$ cat src/rtl/lsu_mem_ctrl_if.sv
// Request, result and data-bus signals of the load/store unit.
// slave is the unit itself; master is the execute/write-back/bus side.
interface lsu_mem_ctrl_if #(
    parameter int ADDR_W = 32
);
    logic              in_valid;
    logic              in_ready;
    logic              ren;
    logic              wen;
    logic [2:0]        mem_op;
    logic [ADDR_W-1:0] addr;
    logic [31:0]       wdata;
    logic              out_valid;
    logic [31:0]       out_rdata;
    logic              out_err;
    logic              bus_valid;
    logic              bus_ready;
    logic              bus_wen;
    logic [ADDR_W-1:0] bus_addr;
    logic [31:0]       bus_wdata;
    logic [3:0]        bus_wmask;
    logic              bus_resp_valid;
    logic [31:0]       bus_rdata;

    modport slave (
        input  in_valid, ren, wen, mem_op, addr, wdata,
        input  bus_ready, bus_resp_valid, bus_rdata,
        output in_ready, out_valid, out_rdata, out_err,
        output bus_valid, bus_wen, bus_addr, bus_wdata, bus_wmask
    );

    modport master (
        output in_valid, ren, wen, mem_op, addr, wdata,
        output bus_ready, bus_resp_valid, bus_rdata,
        input  in_ready, out_valid, out_rdata, out_err,
        input  bus_valid, bus_wen, bus_addr, bus_wdata, bus_wmask
    );
endinterface

$ cat src/rtl/lsu_mem_ctrl.sv
// Load/store unit: one word-aligned bus access per request,
// store lane alignment and load extraction, one-cycle result pulse.
module lsu_mem_ctrl #(
    parameter int ADDR_W  = 32,
    parameter int TIMEOUT = 255
) (
    input logic          clk,
    input logic          rst_n,
    lsu_mem_ctrl_if.slave io
);
    typedef enum logic [1:0] {
        S_IDLE, S_REQ, S_WAIT, S_DONE
    } state_t;

    localparam int CW = (TIMEOUT > 1) ? $clog2(TIMEOUT) : 1;
    localparam bit TMO_EN = (TIMEOUT != 0);
    localparam logic [CW-1:0] TMO_LAST =
        CW'((TIMEOUT > 0) ? TIMEOUT - 1 : 0);

    state_t            r_state;
    logic [2:0]        r_op;
    logic [1:0]        r_off;
    logic              r_wr;
    logic [CW-1:0]     r_cnt;
    logic              r_out_valid;
    logic              r_out_err;
    logic [31:0]       r_out_rdata;
    logic              r_bus_valid;
    logic              r_bus_wen;
    logic [ADDR_W-1:0] r_bus_addr;
    logic [31:0]       r_bus_wdata;
    logic [3:0]        r_bus_wmask;

    logic        w_accept;
    logic        w_ld_ok;
    logic        w_st_ok;
    logic        w_mis;
    logic        w_err;
    logic        w_nomem;
    logic [3:0]  w_wmask;
    logic [31:0] w_wdata;
    logic [31:0] w_shift;
    logic [31:0] w_ldata;

    assign io.in_ready  = (r_state == S_IDLE);
    assign io.out_valid = r_out_valid;
    assign io.out_err   = r_out_err;
    assign io.out_rdata = r_out_rdata;
    assign io.bus_valid = r_bus_valid;
    assign io.bus_wen   = r_bus_wen;
    assign io.bus_addr  = r_bus_addr;
    assign io.bus_wdata = r_bus_wdata;
    assign io.bus_wmask = r_bus_wmask;

    assign w_accept = io.in_valid & io.in_ready;
    assign w_nomem  = ~io.ren & ~io.wen;

    assign w_ld_ok = (io.mem_op == 3'b000) | (io.mem_op == 3'b001)
                   | (io.mem_op == 3'b010) | (io.mem_op == 3'b100)
                   | (io.mem_op == 3'b101);
    assign w_st_ok = (io.mem_op == 3'b000) | (io.mem_op == 3'b001)
                   | (io.mem_op == 3'b010);
    assign w_mis = ((io.mem_op[1:0] == 2'b01) & io.addr[0])
                 | ((io.mem_op[1:0] == 2'b10) & (io.addr[1:0] != 2'b00));
    assign w_err = (io.ren & io.wen) | (io.ren & ~w_ld_ok)
                 | (io.wen & ~w_st_ok) | (~w_nomem & w_mis);

    // Store lane placement: replicate the datum and enable its bytes.
    always_comb begin
        w_wmask = 4'b0000;
        w_wdata = 32'h0;
        unique case (io.mem_op[1:0])
            2'b00: begin
                w_wmask = 4'b0001 << io.addr[1:0];
                w_wdata = {4{io.wdata[7:0]}};
            end
            2'b01: begin
                w_wmask = io.addr[1] ? 4'b1100 : 4'b0011;
                w_wdata = {2{io.wdata[15:0]}};
            end
            2'b10: begin
                w_wmask = 4'b1111;
                w_wdata = io.wdata;
            end
            default: begin
                w_wmask = 4'b0000;
                w_wdata = 32'h0;
            end
        endcase
    end

    assign w_shift = io.bus_rdata >> {r_off, 3'b000};

    // Load extraction from the lane-shifted read word.
    always_comb begin
        w_ldata = w_shift;
        unique case (r_op)
            3'b000:  w_ldata = {{24{w_shift[7]}}, w_shift[7:0]};
            3'b001:  w_ldata = {{16{w_shift[15]}}, w_shift[15:0]};
            3'b100:  w_ldata = {24'h0, w_shift[7:0]};
            3'b101:  w_ldata = {16'h0, w_shift[15:0]};
            default: w_ldata = w_shift;
        endcase
    end

    // Request FSM with all outputs registered.
    always_ff @(posedge clk or negedge rst_n) begin
        if (!rst_n) begin
            r_state     <= S_IDLE;
            r_op        <= 3'b000;
            r_off       <= 2'b00;
            r_wr        <= 1'b0;
            r_cnt       <= '0;
            r_out_valid <= 1'b0;
            r_out_err   <= 1'b0;
            r_out_rdata <= 32'h0;
            r_bus_valid <= 1'b0;
            r_bus_wen   <= 1'b0;
            r_bus_addr  <= '0;
            r_bus_wdata <= 32'h0;
            r_bus_wmask <= 4'b0000;
        end else begin
            r_out_valid <= 1'b0;
            r_out_err   <= 1'b0;
            unique case (r_state)
                S_IDLE: begin
                    if (w_accept) begin
                        r_op  <= io.mem_op;
                        r_off <= io.addr[1:0];
                        r_wr  <= io.wen;
                        if (w_err | w_nomem) begin
                            r_state     <= S_DONE;
                            r_out_valid <= 1'b1;
                            r_out_err   <= w_err;
                            r_out_rdata <= 32'h0;
                        end else begin
                            r_state     <= S_REQ;
                            r_bus_valid <= 1'b1;
                            r_bus_wen   <= io.wen;
                            r_bus_addr  <= {io.addr[ADDR_W-1:2], 2'b00};
                            r_bus_wdata <= io.wen ? w_wdata : 32'h0;
                            r_bus_wmask <= io.wen ? w_wmask : 4'b0000;
                        end
                    end
                end
                S_REQ: begin
                    if (io.bus_ready) begin
                        r_bus_valid <= 1'b0;
                        r_cnt       <= '0;
                        r_state     <= S_WAIT;
                    end
                end
                S_WAIT: begin
                    if (io.bus_resp_valid) begin
                        r_state     <= S_DONE;
                        r_out_valid <= 1'b1;
                        r_out_rdata <= r_wr ? 32'h0 : w_ldata;
                    end else if (TMO_EN && (r_cnt == TMO_LAST)) begin
                        r_state     <= S_DONE;
                        r_out_valid <= 1'b1;
                        r_out_err   <= 1'b1;
                        r_out_rdata <= 32'h0;
                    end else if (TMO_EN) begin
                        r_cnt <= r_cnt + 1'b1;
                    end
                end
                S_DONE: r_state <= S_IDLE;
                default: r_state <= S_IDLE;
            endcase
        end
    end
endmodule
$ cat src/flat_wrapper.sv
// flat-port wrapper written by rule: the top's interface ports become plain ports
module lsu_mem_ctrl_flat 
#(
    parameter int ADDR_W  = 32,
    parameter int TIMEOUT = 255
)
  (clk, rst_n, io_in_valid, io_ren, io_wen, io_mem_op, io_addr, io_wdata, io_bus_ready, io_bus_resp_valid, io_bus_rdata, io_in_ready, io_out_valid, io_out_rdata, io_out_err, io_bus_valid, io_bus_wen, io_bus_addr, io_bus_wdata, io_bus_wmask);
  lsu_mem_ctrl_if #(.ADDR_W(ADDR_W)) io_i ();
  input logic clk;
  input logic rst_n;
  input wire logic [$bits(io_i.in_valid)-1:0] io_in_valid;
  input wire logic [$bits(io_i.ren)-1:0] io_ren;
  input wire logic [$bits(io_i.wen)-1:0] io_wen;
  input wire logic [$bits(io_i.mem_op)-1:0] io_mem_op;
  input wire logic [$bits(io_i.addr)-1:0] io_addr;
  input wire logic [$bits(io_i.wdata)-1:0] io_wdata;
  input wire logic [$bits(io_i.bus_ready)-1:0] io_bus_ready;
  input wire logic [$bits(io_i.bus_resp_valid)-1:0] io_bus_resp_valid;
  input wire logic [$bits(io_i.bus_rdata)-1:0] io_bus_rdata;
  output wire logic [$bits(io_i.in_ready)-1:0] io_in_ready;
  output wire logic [$bits(io_i.out_valid)-1:0] io_out_valid;
  output wire logic [$bits(io_i.out_rdata)-1:0] io_out_rdata;
  output wire logic [$bits(io_i.out_err)-1:0] io_out_err;
  output wire logic [$bits(io_i.bus_valid)-1:0] io_bus_valid;
  output wire logic [$bits(io_i.bus_wen)-1:0] io_bus_wen;
  output wire logic [$bits(io_i.bus_addr)-1:0] io_bus_addr;
  output wire logic [$bits(io_i.bus_wdata)-1:0] io_bus_wdata;
  output wire logic [$bits(io_i.bus_wmask)-1:0] io_bus_wmask;
  assign io_i.in_valid = io_in_valid;
  assign io_i.ren = io_ren;
  assign io_i.wen = io_wen;
  assign io_i.mem_op = io_mem_op;
  assign io_i.addr = io_addr;
  assign io_i.wdata = io_wdata;
  assign io_i.bus_ready = io_bus_ready;
  assign io_i.bus_resp_valid = io_bus_resp_valid;
  assign io_i.bus_rdata = io_bus_rdata;
  assign io_in_ready = io_i.in_ready;
  assign io_out_valid = io_i.out_valid;
  assign io_out_rdata = io_i.out_rdata;
  assign io_out_err = io_i.out_err;
  assign io_bus_valid = io_i.bus_valid;
  assign io_bus_wen = io_i.bus_wen;
  assign io_bus_addr = io_i.bus_addr;
  assign io_bus_wdata = io_i.bus_wdata;
  assign io_bus_wmask = io_i.bus_wmask;
  lsu_mem_ctrl #(.ADDR_W(ADDR_W), .TIMEOUT(TIMEOUT)) u_core (.clk(clk), .rst_n(rst_n), .io(io_i));
endmodule
$ cat config.mk
export PLATFORM = sky130hd
export DESIGN_NAME = lsu_mem_ctrl_flat
export DESIGN_NICKNAME = d
export VERILOG_FILES = /design/src/rtl/lsu_mem_ctrl_if.sv /design/src/rtl/lsu_mem_ctrl.sv /design/src/flat_wrapper.sv
export SDC_FILE = /design/constraint.sdc
export NUM_CORES = 1
export LEC_CHECK = 0
export BUFFER_PORTS_ARGS = -buffer_cell sky130_fd_sc_hd__buf_2
export CORE_AREA = 2 2 134 136
export DETAILED_ROUTE_END_ITERATION = 16
export DIE_AREA = 0 0 136 138
export SYNTH_ARGS = -nofsm -noshare
export SYNTH_HDL_FRONTEND = slang
export SYNTH_SLANG_ARGS = --single-unit
$ cat constraint.sdc
create_clock -name clk -period 1.8 [get_ports clk]
set_input_delay 0.36 -clock clk [delete_from_list [all_inputs] [get_ports clk]]
set_output_delay 0.36 -clock clk [all_outputs]
set_load 0.01 [all_outputs]
==> metrics.yaml <==
synth_edf_count: 0
cts_tree: "built"
synthMostInstantiatedCell: "dfrtp_1"
finalCriticalPeriod_ns: 1.89
cp_max_fo: 6
routed_wl_um: 17800
grt.overflow.total: 0
drtIter0Drc: 230
num_vias: 5147
die_w_um: 136
fmax_mhz: 528
drc: 0
place_hpwl_um: 12700
netlist.area_leader.share_pct: 49.7
final_hold_viol_count: 0
cts_max_level: 4
clk_pin_slew_ns: 0.06
setup_viol: 64
yosysWarnings: 0
p_leak_nw: 4.48
p_seq_share_pct: 30.6
ys_seq_elements: 118
port_buffers: 208
clk_latency_ns: 0.42
stdcell_area_um2: 8820
vias_per_cell: 4.91
path_common_cell: "buf_6"
worstPathRequired_ns: 1.44
worst_slack_ns: -0.0947
drive_above_1_share_pct: 52.0
path_class: "flip-flop to primary output"
synth.area.top_cells: "dfrtp_1, mux2_2, mux2_4, a21oi_1, mux2i_1"
vdd_ir_drop_max_uv: 682
grt_pass1_vias: 5050
num_antenna_cells: 0
syn-cell-area_um2: 5940
grt_max_degree: 38
cts-root-buf: "clkbuf_16"
first_pass_iters: 4
synth_ff_type: "dfrtp_1"
seq_area_frac_synth_pct: 49.7
synthArstFlopShare_pct: 100
synthTopCellsByCount: "dfrtp_1, a21oi_1, mux2_2"
core_area_um2: 17500
critPathBufInv: 5
dpl_cell_area_um2: 7670
maxCapViolCount: 0
syn_area_per_cell_um2: 11.3
die_h_um: 138
rows: 49
fin_nets: 918
p_switching_w: 0.00506
fin_total_pwr_w: 0.0145
status: "complete, but fails checks"
n_fill_cell: 1581
failed_checks: "negative setup slack"
slew_viol_final: 0
grt_pass1_wl_um: 27100
die_area_um2: 18800
hold_path_class: "primary input to flip-flop"
synth_top_area_cell: "dfrtp_1"
clk_path_buf_depth: 2
io_pins: 211
cts_made_buffers: 17
clockPowerShare_pct: 24.0
worst_setup_path_end_kind: "primary output"
track_usage_pct: 18.6
initial_core_util_pct: 33.9
gp_congestion: 0.780
worstPathArrival_ns: 1.53
crit_slowest_cell: "dfrtp_1"
slowest_delay_ns: 0.41
fin_crit_sh_pct: 105
ant_nets: 0
avgRoutedWirePerCell_um: 17.0
startpoint_type: "flip-flop"
p_sw_share_pct: 34.9
cts.sinks: 118
p_int_w: 0.00943
place_ws_ns: -0.200
path_delay_family: "buffers and inverters"
synthCells: 527
utilization_pct: 50.3
multi_input_area_um2: 2880
combPwrFrac_pct: 45.5
p_per_area_nw_per_um2: 1640
register_area_um2: 2950
crit_chain: "buf_6 -> inv_4 -> ha_4 -> buf_4 -> buf_6 -> buf_6"
rsz0062_at_grt: "true"
fin_worst_skew_ns: 0.0118
synthToLayoutAreaGrowth_pct: 48.5
antenna_found_initial: 0
ys_types: 54
final timing paths:
| check | startpoint | to | slack (ns) | cells past startpoint |
|---|---|---|---|---|
| max in group asynchronous | rst_n | u_core.r_cnt[2] | 0.77 | 3 |
| min reg2reg | u_core.io.bus_wen | u_core.io.bus_wen | 0.48 | 2 |
| min | io_addr[12] | u_core.io.bus_addr[12] | 0.17 | 2 |
| max | u_core.r_state[1] | io_in_ready | -0.09 | 6 |
| min in group asynchronous | rst_n | u_core.io.bus_addr[30] | 0.40 | 2 |
| max reg2reg | u_core.r_state[0] | u_core.io.out_rdata[8] | -0.08 | 10 |
area by class of cell:
cell class | instances | area share [%]
flip-flops and latches | 118 | 33.5
clock inverters | 12 | 1.58
inverters | 16 | 0.710
multi-input cells | 358 | 32.7
repair buffers | 296 | 23.0
well taps | 229 | 3.25
clock buffers | 20 | 5.29
placed cells by master, fill, tap and decap left out, types with 18 or more instances in the layout:
master       n
a21oi_1     54
a22o_1      27
buf_2      206
buf_4       61
clkbuf_16   20
dfrtp_1    117
mux2_2      37
mux2_4      24
mux2i_1     26
nand2_1     23
nor2_1      19
nor2b_1     18
o21ai_0     23
sequential cells by signal, summed over array words and instances, names as in the netlist:
register,cells
u_core.io.bus_valid,1
u_core.r_wr,1
u_core.io.bus_addr,30
u_core.io.bus_wen,1
u_core.r_state,2
u_core.r_op,3
u_core.io.bus_wmask,4
u_core.r_cnt,8
u_core.io.bus_wdata,32
u_core.io.out_valid,1
u_core.io.out_err,1
u_core.io.out_rdata,32
u_core.r_off,2
power by group through the flow:
stage | clock (W) | combinational, W | sequential (W)
after detailed placement | 0 | 0.00578 | 0.00442
after floorplan | 0 | 0.00308 | 0.00484
after global routing | 0.00366 | 0.00712 | 0.00456
final | 0.00347 | 0.00658 | 0.00443
after global placement | 0 | 0.00568 | 0.00442
after CTS | 0.00355 | 0.00605 | 0.00441
metrics by stage:
stage               cells  TNS [ns]  hold slack, ns
floorplan             528     -2.28          0.0644
global placement      995    -14.31           0.293
detailed placement    995    -14.77           0.297
CTS                  1038     -4.01           0.149
global route         1049     -9.63           0.156
finish               1049     -2.23           0.170
cell families after synthesis:
kind of cell / after synthesis / synth area share [%]
buffers and inverters: 52 / 4.57
other: 1 / 0.0632
xor gates and xnor gates: 5 / 0.737
muxes: 87 / 17.3
adders and majority gates: 5 / 1.05
and+or+nand+nor: 99 / 8.72
AOI/OAI and AO/OA: 160 / 17.8
DFF: 118 / 49.7
what timing repair did:
| action | CTS | global route |
|---|---|---|
| buffers inserted | 5 | 8 |
| endpoints found under the setup margin | 90 | 105 |
| hold endpoints to repair | 21 | 0 |
| gates cloned | 5 | 3 |
| resized for setup | 21 | 38 |
| pin swaps | 4 | 8 |
| hold buffers | 1 | 0 |
per-layer routing:
layer  GRT usage, %  vias to the layer above  routed length [um]
met5              0                        -                   0
met4           6.63                        0                 343
met3           4.58                       23                1170
met2           29.7                      172                8390
met1           24.3                     2472                7930
li1               -                     2480                   -
(Power assumes the default switching activity.)
